## src/rtl/mult_shift_add_ctrl.sv

```systemverilog
// Shift-and-add unsigned multiplier with control FSM; starts the external iteration
// counter with Load and reports Done only once both WIDTH steps and the K flag are seen.
module mult_shift_add_ctrl #(
    parameter int WIDTH = 16
) (
    input  logic               Clk,
    input  logic               rst,
    input  logic               St,
    input  logic [WIDTH-1:0]   Mplier,
    input  logic [WIDTH-1:0]   Mcand,
    input  logic               K,
    output logic               Load,
    output logic               Busy,
    output logic               Done,
    output logic [2*WIDTH-1:0] Product
);

    // state | meaning
    // IDLE  | waiting for St; K ignored
    // RUN   | one add/shift step per clock, K captured into k_seen
    // WAITK | steps finished, waiting for K (or an already-seen K)
    typedef enum logic [1:0] {
        IDLE  = 2'd0,
        RUN   = 2'd1,
        WAITK = 2'd2
    } state_t;

    localparam int SW = $clog2(WIDTH + 1);
    localparam logic [SW-1:0] LAST_STEP = SW'(WIDTH - 1);

    state_t             state_q;
    logic [2*WIDTH:0]   acc_q, acc_d;
    logic [WIDTH-1:0]   mcand_q;
    logic [SW-1:0]      step_q;
    logic               k_seen_q;
    logic               load_q, busy_q, done_q;
    logic [2*WIDTH-1:0] product_q;
    logic [WIDTH:0]     sum;

    // acc_q[2*WIDTH] is always 0 between steps, so adding it in keeps the sum exact
    always_comb begin
        sum   = acc_q[2*WIDTH:WIDTH] + {1'b0, (acc_q[0] ? mcand_q : {WIDTH{1'b0}})};
        acc_d = {1'b0, sum, acc_q[WIDTH-1:1]};
    end

    always_ff @(posedge Clk or posedge rst) begin
        if (rst) begin
            state_q   <= IDLE;
            acc_q     <= '0;
            mcand_q   <= '0;
            step_q    <= '0;
            k_seen_q  <= 1'b0;
            load_q    <= 1'b0;
            busy_q    <= 1'b0;
            done_q    <= 1'b0;
            product_q <= '0;
        end else begin
            load_q <= 1'b0;
            done_q <= 1'b0;
            case (state_q)
                IDLE: begin
                    if (St) begin
                        acc_q    <= {1'b0, {WIDTH{1'b0}}, Mplier};
                        mcand_q  <= Mcand;
                        step_q   <= '0;
                        k_seen_q <= 1'b0;
                        load_q   <= 1'b1;
                        busy_q   <= 1'b1;
                        state_q  <= RUN;
                    end
                end
                RUN: begin
                    acc_q  <= acc_d;
                    step_q <= step_q + SW'(1);
                    if (K) k_seen_q <= 1'b1;
                    if (step_q == LAST_STEP) state_q <= WAITK;
                end
                WAITK: begin
                    if (K || k_seen_q) begin
                        product_q <= acc_q[2*WIDTH-1:0];
                        done_q    <= 1'b1;
                        busy_q    <= 1'b0;
                        state_q   <= IDLE;
                    end
                end
                default: state_q <= IDLE;
            endcase
        end
    end

    assign Load    = load_q;
    assign Busy    = busy_q;
    assign Done    = done_q;
    assign Product = product_q;

endmodule

```

## config.mk

```make
export PLATFORM = sky130hd
export DESIGN_NAME = mult_shift_add_ctrl
export DESIGN_NICKNAME = d
export VERILOG_FILES = /design/src/rtl/mult_shift_add_ctrl.sv
export SDC_FILE = /design/constraint.sdc
export NUM_CORES = 1
export LEC_CHECK = 0
export CORE_MARGIN = 5
export CORE_UTILIZATION = 48
export DETAILED_ROUTE_END_ITERATION = 10
export GPL_ROUTABILITY_DRIVEN = 0
export HOLD_SLACK_MARGIN = 0.06
export PLACE_DENSITY = 0.76
export SYNTH_ARGS = -nofsm -noshare
export SYNTH_HDL_FRONTEND = slang
export SYNTH_SLANG_ARGS = --single-unit
```

## constraint.sdc

```tcl
create_clock -name Clk -period 3.05 [get_ports Clk]
set_clock_uncertainty 0.2 [all_clocks]
set_input_delay 0.7625 -clock Clk [delete_from_list [all_inputs] [get_ports Clk]]
set_output_delay 0.7625 -clock Clk [all_outputs]
set_load 0.02 [all_outputs]
```

==> impl_metrics.tcl, run 1 <==
set metrics [dict create \
    netlist_instances 444 \
    rsz0062_at_grt "no" \
    arrival_ns 2.81 \
    drv_slew 0 \
    grt_pass1_wl_um 16360 \
    peakVddDrop_mv 0.4070 \
    final_common_cell "nand2_1" \
    p_sw_w 0.002140 \
    min_period_ns 2.752 \
    clkPwrFrac_pct 14.8 \
    path_cells "and2_1 -> ha_1 -> inv_1 -> fa_1 -> nor2b_1 -> o2111ai_1 -> a211oi_1 -> o21ai_0 -> a32o_1" \
    crit_buf_inv 1 \
    period_share_pct 90.24 \
    grt.overflow.total 0 \
    initial_utilization_pct 48.37 \
    wl_per_cell_um 15.28 \
    crit_type "flop to flop" \
    avgSynthCellArea_um2 9.922 \
    grtUsageMet1_pct 24.04 \
    cts-root-buf "clkbuf_8" \
    crit_family "compound AO/OA/AOI/OAI gates" \
    clockBufferDepth 2 \
    die_w_um 105.8 \
    slew_headroom_pct 24.13 \
    leakagePower_nw 2.414 \
    grt.busiest_layer "met2" \
    syn_nets 499 \
    area_growth_pct 23.00 \
    final_cell_mix "100 x nand2_1, 90 x dfrtp_1, 70 x clkdlybuf4s50_1" \
    async_flop_share_pct 100.0 \
    io_pins 71 \
    finalHoldViolations 0 \
    cp_slowest_cell "dfrtp_2" \
    drt_iter0_drc 149 \
    grt_use_met2_pct 28.87 \
    endpoint_kind "flop" \
    setup_viol 0 \
    status "finished clean" \
    drc_errors 0 \
    ys_types 40 \
    detail-route-antenna-nets 0 \
    clkLatencyLatePin_ns 0.37 \
    vias 3408 \
    diodes 0 \
    crit_required_ns 3.11 \
    core_mm2 0.009109 \
    use_met3_pct 3.797 \
    grt_pass1_vias 3365 \
    critical_path.max_fanout 15 \
    synth_edf_count 0 \
    maxCapViolations 0 \
    placed_cells 610 \
    cts_inserted_buffers 9 \
    antenna_found_initial 0 \
    grt_util_all_layers_pct 17.91 \
    rows 35 \
    htree_levels 3 \
    synth-main-ff-cell "dfrtp_1" \
    path_clk_slew_ns 0.09 \
    die_y_um 105.8 \
    hold_class "flop to flop" \
    cts_tree "yes" \
    max_slew.worst_pin.slew_ns 1.136 \
    final.setup.tns_ns 0 \
    drive_gt1_share_pct 11.65 \
    pre_cts_slack_ns 0.2162 \
    place_hpwl_um 6600 \
    seqPwrFrac_pct 37.7 \
    routed_wl_um 9565 \
    setup_slack_ns 0.2977 \
    synth_area_mm2 0.004405 \
    yosysSeqAreaShare_pct 51.69 \
    final_cells 626 \
    die_area_mm2 0.01119 \
    nets 565 \
    clock-sinks 91 \
    drt_pass1_iterations 4 \
    p_per_area_mw_per_mm2 958.5 \
    port_buffers 70 \
    cpPeakStageDelay_ns 0.51 \
    grt_max_degree 92 \
    viasPerCell 5.444 \
    ys_ff_latch 91 \
    p_sw_share_pct 41.20 \
    p_int_w 0.003054 \
    cp-start-kind "flop" \
    yosys_warnings 0 \
    fmaxAchievable_mhz 363.3 \
    p_comb_share_pct 47.5 \
]
-- power groups by stage --
stage          Sequential (W)  Combinational, W  Clock, W
5_1_grt               0.00202           0.00279  0.000842
3_3_place_gp          0.00197           0.00238         0
6_report              0.00196           0.00247  0.000771
2_1_floorplan         0.00193           0.00186         0
4_1_cts               0.00196           0.00247  0.000790
3_5_place_dp          0.00198           0.00245         0
-- cells in the mapped netlist (2+ instances only) --
| library cell | count | area, um^2 |
|---|---|---|
| a211oi_1 | 2 | 15.01 |
| a21o_1 | 6 | 45.04 |
| a21oi_1 | 17 | 85.08 |
| a22o_1 | 2 | 17.52 |
| a31oi_1 | 18 | 112.6 |
| a32o_1 | 4 | 40.04 |
| and2_1 | 16 | 100.1 |
| buf_2 | 3 | 15.01 |
| clkbuf_1 | 18 | 67.56 |
| dfrtp_1 | 91 | 2277 |
| ha_1 | 18 | 225.2 |
| inv_1 | 9 | 33.78 |
| mux2_2 | 32 | 360.4 |
| nand2_1 | 100 | 375.4 |
| nand2b_1 | 3 | 18.77 |
| nand3_1 | 7 | 35.03 |
| nand4_1 | 3 | 18.77 |
| nor2_1 | 23 | 86.33 |
| nor2b_1 | 4 | 25.02 |
| nor3_1 | 5 | 25.02 |
| o21a_1 | 3 | 22.52 |
| o21ai_0 | 29 | 145.1 |
| o21bai_1 | 2 | 15.01 |
| o31ai_1 | 3 | 22.52 |
| or3_1 | 6 | 37.54 |
| xnor2_1 | 3 | 26.28 |
| xor2_1 | 4 | 35.03 |
-- state kept, by name (all words and copies together) (netlist names) --
| register | cells |
|---|---|
| Busy | 1 |
| Done | 1 |
| Load | 1 |
| Product | 32 |
| acc_q | 32 |
| k_seen_q | 1 |
| mcand_q | 16 |
| state_q | 2 |
| step_q | 5 |
-- through the flow --
stage / hold slack (ns) / power (W) / util [%] / instance area (um^2)
after CTS: 0.2781 / 0.005217 / 59.48 / 5418
final: 0.2752 / 0.005194 / 59.49 / 5419
after detailed placement: 0.2557 / 0.004427 / 57.50 / 5238
after global routing: 0.2939 / 0.005646 / 59.49 / 5419
after global placement: 0.2602 / 0.004352 / 57.50 / 5238
after floorplan: 0.2374 / 0.003792 / - / 4409
-- final cells by class --
type / instances / area, um^2
Clock buffer: 9 / 123.9
Clock inverter: 7 / 56.30
Fill cell: 778 / 3690
Inverter: 10 / 41.29
Multi-Input combinational cell: 321 / 2002
Sequential cell: 91 / 2278
Tap cell: 111 / 138.9
Timing Repair Buffer: 77 / 778.2
-- tightest hold or removal path: stages, from the launching register on --
cell     delay [ns]
dfrtp_1        0.35
nand2_1        0.05
nand2_1        0.05
-- final timing paths --
check                              endpoint  slack [ns]   startpoint  depth (start not counted)
worst max-delay path              acc_q[25]        0.30     acc_q[0]                          9
worst min-delay path            mcand_q[14]        0.28  mcand_q[14]                          2
worst max register to register    acc_q[25]        0.30     acc_q[0]                          9
worst min register to register  mcand_q[14]        0.28  mcand_q[14]                          2
max in group asynchronous       mcand_q[11]        1.61          rst                          3
min in group asynchronous              Load        0.66          rst                          3
-- per-layer routing --
metal,vias up,part of all wire (%)
met2,60,49
li1,1676,-
met4,0,1.4
met1,1658,46
met5,-,0
met3,14,3.8
-- timing repair --
| item | CTS | global route |
|---|---|---|
| setup endpoints to repair | 0 | 1 |
| hold buffers | 0 | 0 |
| setup buffers | 0 | 0 |
| endpoints found under the hold margin | 0 | 0 |
| gates resized for setup | 0 | 1 |
-- logic make-up after synthesis --
group                      after synthesis  share of synthesized area [%]
AOI/OAI and AO/OA                       93                          13.23
adders and majority gates               19                          5.567
and+or+nand+nor                        170                          16.96
buffers and inverters                   32                          2.982
DFF                                     91                          51.69
xor gates and xnor gates                 7                          1.392
muxes                                   32                          8.180
Note: power is estimated with default switching activity, not from simulation.
==> inputs of run 2 (changes only) <==
Settings changed: GPL_TIMING_DRIVEN set to 0, RECOVER_POWER set to 50.
==> run 2 against run 1 <==
Against the previous run:
- register-to-register slack got worse by 0.22 ns
- non-clock buffer count increased by 18
- utilization is 0.51 points higher
- flip-flop and latch count is the same
- largest power group unchanged
- wire length up 7.1%
- maximum frequency shrank 7.4%
- count of clock-buffer cells in the layout is the same
- sequential share of layout area shrank 0.36 points
- highest routed layer unchanged
- critical path depth fell by 1
==> impl_metrics.tcl, run 2 (synthesis results as in run 1) <==
set metrics [dict create \
    fin_util_pct 60.00 \
    max_slew.worst_pin.slew_ns 1.043 \
    grt_util_all_layers_pct 18.80 \
    worstHoldStart "mcand_q[3]" \
    fmaxAchievable_mhz 336.5 \
    final_cell_mix "100 x nand2_1, 90 x dfrtp_1, 67 x clkdlybuf4s50_1" \
    rows 35 \
    setup_slack_ns 0.07820 \
    cts_inserted_buffers 9 \
    die_y_um 105.8 \
    wl_per_cell_um 15.93 \
    core_mm2 0.009109 \
    clkLatencyLatePin_ns 0.37 \
    p_per_area_mw_per_mm2 977.2 \
    pre_cts_slack_ns -0.1595 \
    place_hpwl_um 7578 \
    crit_required_ns 3.10 \
    seqPwrFrac_pct 36.4 \
    p_sw_share_pct 41.10 \
    io_pins 71 \
    hold_class "flop to flop" \
    r2r_end "acc_q[30]" \
    htree_levels 3 \
    hold_ws_ns 0.2798 \
    hold_path_depth 2 \
    drt_iter0_drc 220 \
    maxCapViolations 0 \
    critical_path.max_fanout 10 \
    min_period_ns 2.972 \
    setup_viol 0 \
    cp_slowest_cell "dfrtp_2" \
    crit_family "compound AO/OA/AOI/OAI gates" \
    viasPerCell 5.552 \
    slew_headroom_pct 30.45 \
    path_cells "buf_4 -> and2_1 -> ha_1 -> a21oi_1 -> o21ai_0 -> a221o_1 -> or3_1 -> a32o_1" \
    final_cells 643 \
    status "finished clean" \
    p_sw_w 0.002195 \
    r2r_start "acc_q[0]" \
    drv_slew 0 \
    r2r_slack_ns 0.08 \
    clockBufferDepth 2 \
    holdBufCountCts 0 \
    crit_buf_inv 1 \
    peakVddDrop_mv 0.3748 \
    p_int_w 0.003146 \
    leakagePower_nw 2.430 \
    drive_gt1_share_pct 10.71 \
    cts-root-buf "clkbuf_8" \
    clock-sinks 91 \
    port_buffers 70 \
    diodes 0 \
    antenna_found_initial 0 \
    cp-start-kind "flop" \
    p_comb_share_pct 48.0 \
    period_share_pct 97.44 \
    cts_tree "yes" \
    nets 583 \
    area_growth_pct 24.06 \
    vias 3570 \
    finalHoldViolations 0 \
    drc_errors 0 \
    die_w_um 105.8 \
    crit_type "flop to flop" \
    rr_worst_depth 8 \
    clkPwrFrac_pct 15.7 \
    initial_utilization_pct 48.37 \
    die_area_mm2 0.01119 \
    path_clk_slew_ns 0.10 \
    grt_max_degree 44 \
    detail-route-antenna-nets 0 \
    drt_pass1_iterations 5 \
    arrival_ns 3.02 \
    grt_pass1_vias 3479 \
    grt.overflow.total 0 \
    placed_cells 627 \
    holdPathEnd "mcand_q[3]" \
    fill_cells 756 \
    rsz0062_at_grt "no" \
    grt_pass1_wl_um 16860 \
    endpoint_kind "flop" \
    final_common_cell "nand2_1" \
    cpPeakStageDelay_ns 0.47 \
    routed_wl_um 10240 \
]
run 2: changes by cell type in the layout (fill, tap and decap cells not counted), sizes merged:
cell,before,now
clkbuf,9,29
clkdlybuf4s50,70,67
dlygate4sd3,0,3
inv,13,10
buf,7,5
bufinv,0,1
clkinvlp,2,3
run 2: repair_timing:
action                                  in CTS  in global routing
buffers inserted                             0                  2
endpoints found under the setup margin       5                  3
resized for setup                            1                  0
hold endpoints to repair                     0                  0
run 2: final cells by class:
cell class / count / area, um^2 / share of cell area (%)
plain buffers: 21 / 88.84 / 1.625
clock buffers: 9 / 123.9 / 2.266
clock inverters: 6 / 73.82 / 1.351
inverters: 10 / 38.79 / 0.7097
multi-input cells: 321 / 1997 / 36.54
flip-flops and latches: 91 / 2278 / 41.69
well taps: 111 / 138.9 / 2.541
repair buffers: 74 / 725.7 / 13.28
run 2: metrics by stage:
| stage | area, um^2 | setup TNS (ns) | power [W] |
|---|---|---|---|
| global placement | 5249 | -0.05658 | 0.004374 |
| global route | 5465 | 0 | 0.005763 |
| CTS | 5484 | 0 | 0.005325 |
| finish | 5465 | 0 | 0.005341 |
| floorplan | 4409 | 0 | 0.003792 |
| detailed placement | 5289 | -0.3042 | 0.004487 |
run 2: power groups by stage:
stage                     combinational, W  sequential, W  clock [W]
after floorplan                    0.00186        0.00193          0
after global placement             0.00243        0.00194          0
after detailed placement           0.00253        0.00196          0
after CTS                          0.00253        0.00196   0.000842
after global routing               0.00287        0.00199   0.000898
final                              0.00256        0.00194   0.000837
run 2: worst max-delay path by stage:
stage / from / to / slack (ns) / cells past startpoint
5_1_grt: acc_q[0] / acc_q[27] / 0.04 / 9
3_5_place_dp: acc_q[0] / acc_q[25] / -0.16 / 10
3_3_place_gp: acc_q[0] / acc_q[25] / -0.06 / 10
4_1_cts: acc_q[0] / acc_q[25] / 0.16 / 9
6_report: acc_q[0] / acc_q[30] / 0.08 / 8
2_1_floorplan: acc_q[0] / acc_q[30] / 0.40 / 9
run 2: per-layer routing:
metal | vias up | routed length [um] | track usage [%]
met4 | 0 | 201 | 6.383
li1 | 1711 | - | -
met5 | - | 0 | 0
met2 | 119 | 4927 | 29.46
met1 | 1722 | 4564 | 25.92
met3 | 18 | 549 | 4.164
run 2: worst min-delay path: cells and delay by family, from the launching register on:
family / cells / cell delay, ns
flops: 1 / 0.35
simple gates: 2 / 0.11
==> inputs of run 3 (changes only) <==
Settings changed: CAP_MARGIN set to 5, CORE_ASPECT_RATIO set to 1.75, CTS_BUF_LIST set to sky130_fd_sc_hd__clkbuf_16.
==> run 3 against run 2 <==
Against the previous run:
- worst hold slack got worse by 0.010 ns
- clock power rose by 36%
- flip-flop and latch count did not move
- wire length rose by 2.6%
- critical path type unchanged
- setup slack improved by 0.065 ns
- non-clock buffer count rose by 1
==> impl_metrics.tcl, run 3 (synthesis results as in run 1) <==
set metrics [dict create \
    die_w_um 82.42 \
    area_growth_pct 27.66 \
    crit_type "flop to flop" \
    worstHoldStart "mcand_q[15]" \
    final_cell_mix "100 x nand2_1, 90 x dfrtp_1, 68 x clkdlybuf4s50_1" \
    clockBufferDepth 2 \
    multi_input_area_mm2 0.002011 \
    die_y_um 136.7 \
    crit_required_ns 3.08 \
    cts_inserted_buffers 9 \
    cp-start-kind "flop" \
    cts_tree "yes" \
    min_period_ns 2.907 \
    place_hpwl_um 7793 \
    finalHoldViolations 0 \
    r2r_start "acc_q[0]" \
    final_cell_area_mm2 0.005624 \
    drive_gt1_share_pct 11.61 \
    peakVddDrop_mv 0.5336 \
    arrival_ns 2.94 \
    viasPerCell 5.523 \
    max_slew.worst_pin.slew_ns 1.125 \
    wl_per_cell_um 16.07 \
    grt.overflow.total 0 \
    setup_viol 0 \
    rows 46 \
    seq_area_mm2 0.002278 \
    maxCapViolations 0 \
    hold_class "flop to flop" \
    port_buffers 70 \
    placed_area_mm2 0.005300 \
    grt_max_degree 43 \
    routed_wl_um 10510 \
    critical_path.max_fanout 10 \
    io_pins 71 \
    path_clk_slew_ns 0.07 \
    detail-route-antenna-nets 0 \
    drt_iter0_drc 230 \
    nets 584 \
    cts-root-buf "clkbuf_16" \
    final_common_cell "nand2_1" \
    drc_errors 0 \
    drv_slew 0 \
    crit_start "acc_q[0]" \
    antenna_found_initial 0 \
    fin_util_pct 62.24 \
    rsz0062_at_grt "no" \
    hold_ws_ns 0.2697 \
    clkLatencyLatePin_ns 0.34 \
    fill_cells 766 \
    period_share_pct 95.30 \
    leakagePower_nw 2.496 \
    slew_headroom_pct 24.56 \
    htree_levels 3 \
    status "finished clean" \
    r2r_slack_ns 0.14 \
    drt_pass1_iterations 4 \
    core_mm2 0.009036 \
    diodes 0 \
    holdBufCountCts 0 \
    grt_pass1_wl_um 17530 \
    grt_pass1_vias 3712 \
    die_area_mm2 0.01127 \
    fmaxAchievable_mhz 344.0 \
    endpoint_kind "flop" \
    initial_utilization_pct 48.75 \
    power.total_w 0.005704 \
    grt_util_all_layers_pct 20.39 \
    clock-sinks 91 \
    p_per_area_mw_per_mm2 1014 \
    vias 3612 \
]
[run 3: changes by cell type in the layout (fill, tap and decap cells not counted), sizes merged]
cell	previous run	this run
inv	10	11
clkdlybuf4s50	67	68
buf	5	6
clkinv	2	3
clkinvlp	3	2
dlygate4sd3	3	2
[run 3: through the flow]
stage	worst slack (ns)	std cells	setup TNS [ns]
2_1_floorplan	0.4026	444	0
3_3_place_gp	-0.09845	634	-0.1440
3_5_place_dp	-0.2139	636	-0.5116
4_1_cts	0.01289	652	0
5_1_grt	0.01970	654	0
6_report	0.1434	654	0
[run 3: cell type report]
type,count,share of cell area (%)
Tap cell,120,2.670
Multi-Input combinational cell,321,35.75
Clock inverter,7,1.491
Clock buffer,9,4.004
Buffer,22,1.713
Inverter,10,0.6897
Sequential cell,91,40.51
Timing Repair Buffer,74,13.17
[run 3: where the power goes]
part | total [W] | switching (W) | internal (W)
Sequential | 0.00195 | 0.000303 | 0.00165
Combinational | 0.00261 | 0.00148 | 0.00113
Clock | 0.00114 | 0.000494 | 0.000649
[run 3: routing by layer]
layer | part of all wire (%) | wire [um] | global-route usage [%] | vias up
li1 | - | - | - | 1720
met1 | 39 | 4072 | 23.11 | 1775
met2 | 55 | 5753 | 36.21 | 94
met3 | 4.0 | 423 | 4.216 | 23
met4 | 2.5 | 258 | 8.318 | 0
met5 | 0 | 0 | 0 | -
[run 3: final timing paths]
path / to / depth (start not counted)
hold reg to reg: mcand_q[15] / 2
setup reg to reg: acc_q[30] / 8
max in group asynchronous: Product[21] / 3
hold / removal: mcand_q[15] / 2
setup / recovery: acc_q[30] / 8
min in group asynchronous: mcand_q[10] / 2
[run 3: worst max-delay path, stage by stage, from the launching register on]
cell and delay (ns):
dfrtp_2 0.44, clkbuf_4 0.20, and2_1 0.17, ha_1 0.37
a21oi_1 0.21, o21ai_0 0.21, a221o_1 0.39, or3_1 0.35
a32o_1 0.24
[run 3: what timing repair did]
action	in CTS	in global routing
gates cloned	0	0
endpoints found under the hold margin	0	0
resized for setup	4	2
setup endpoints to repair	6	6
buffers inserted	0	2
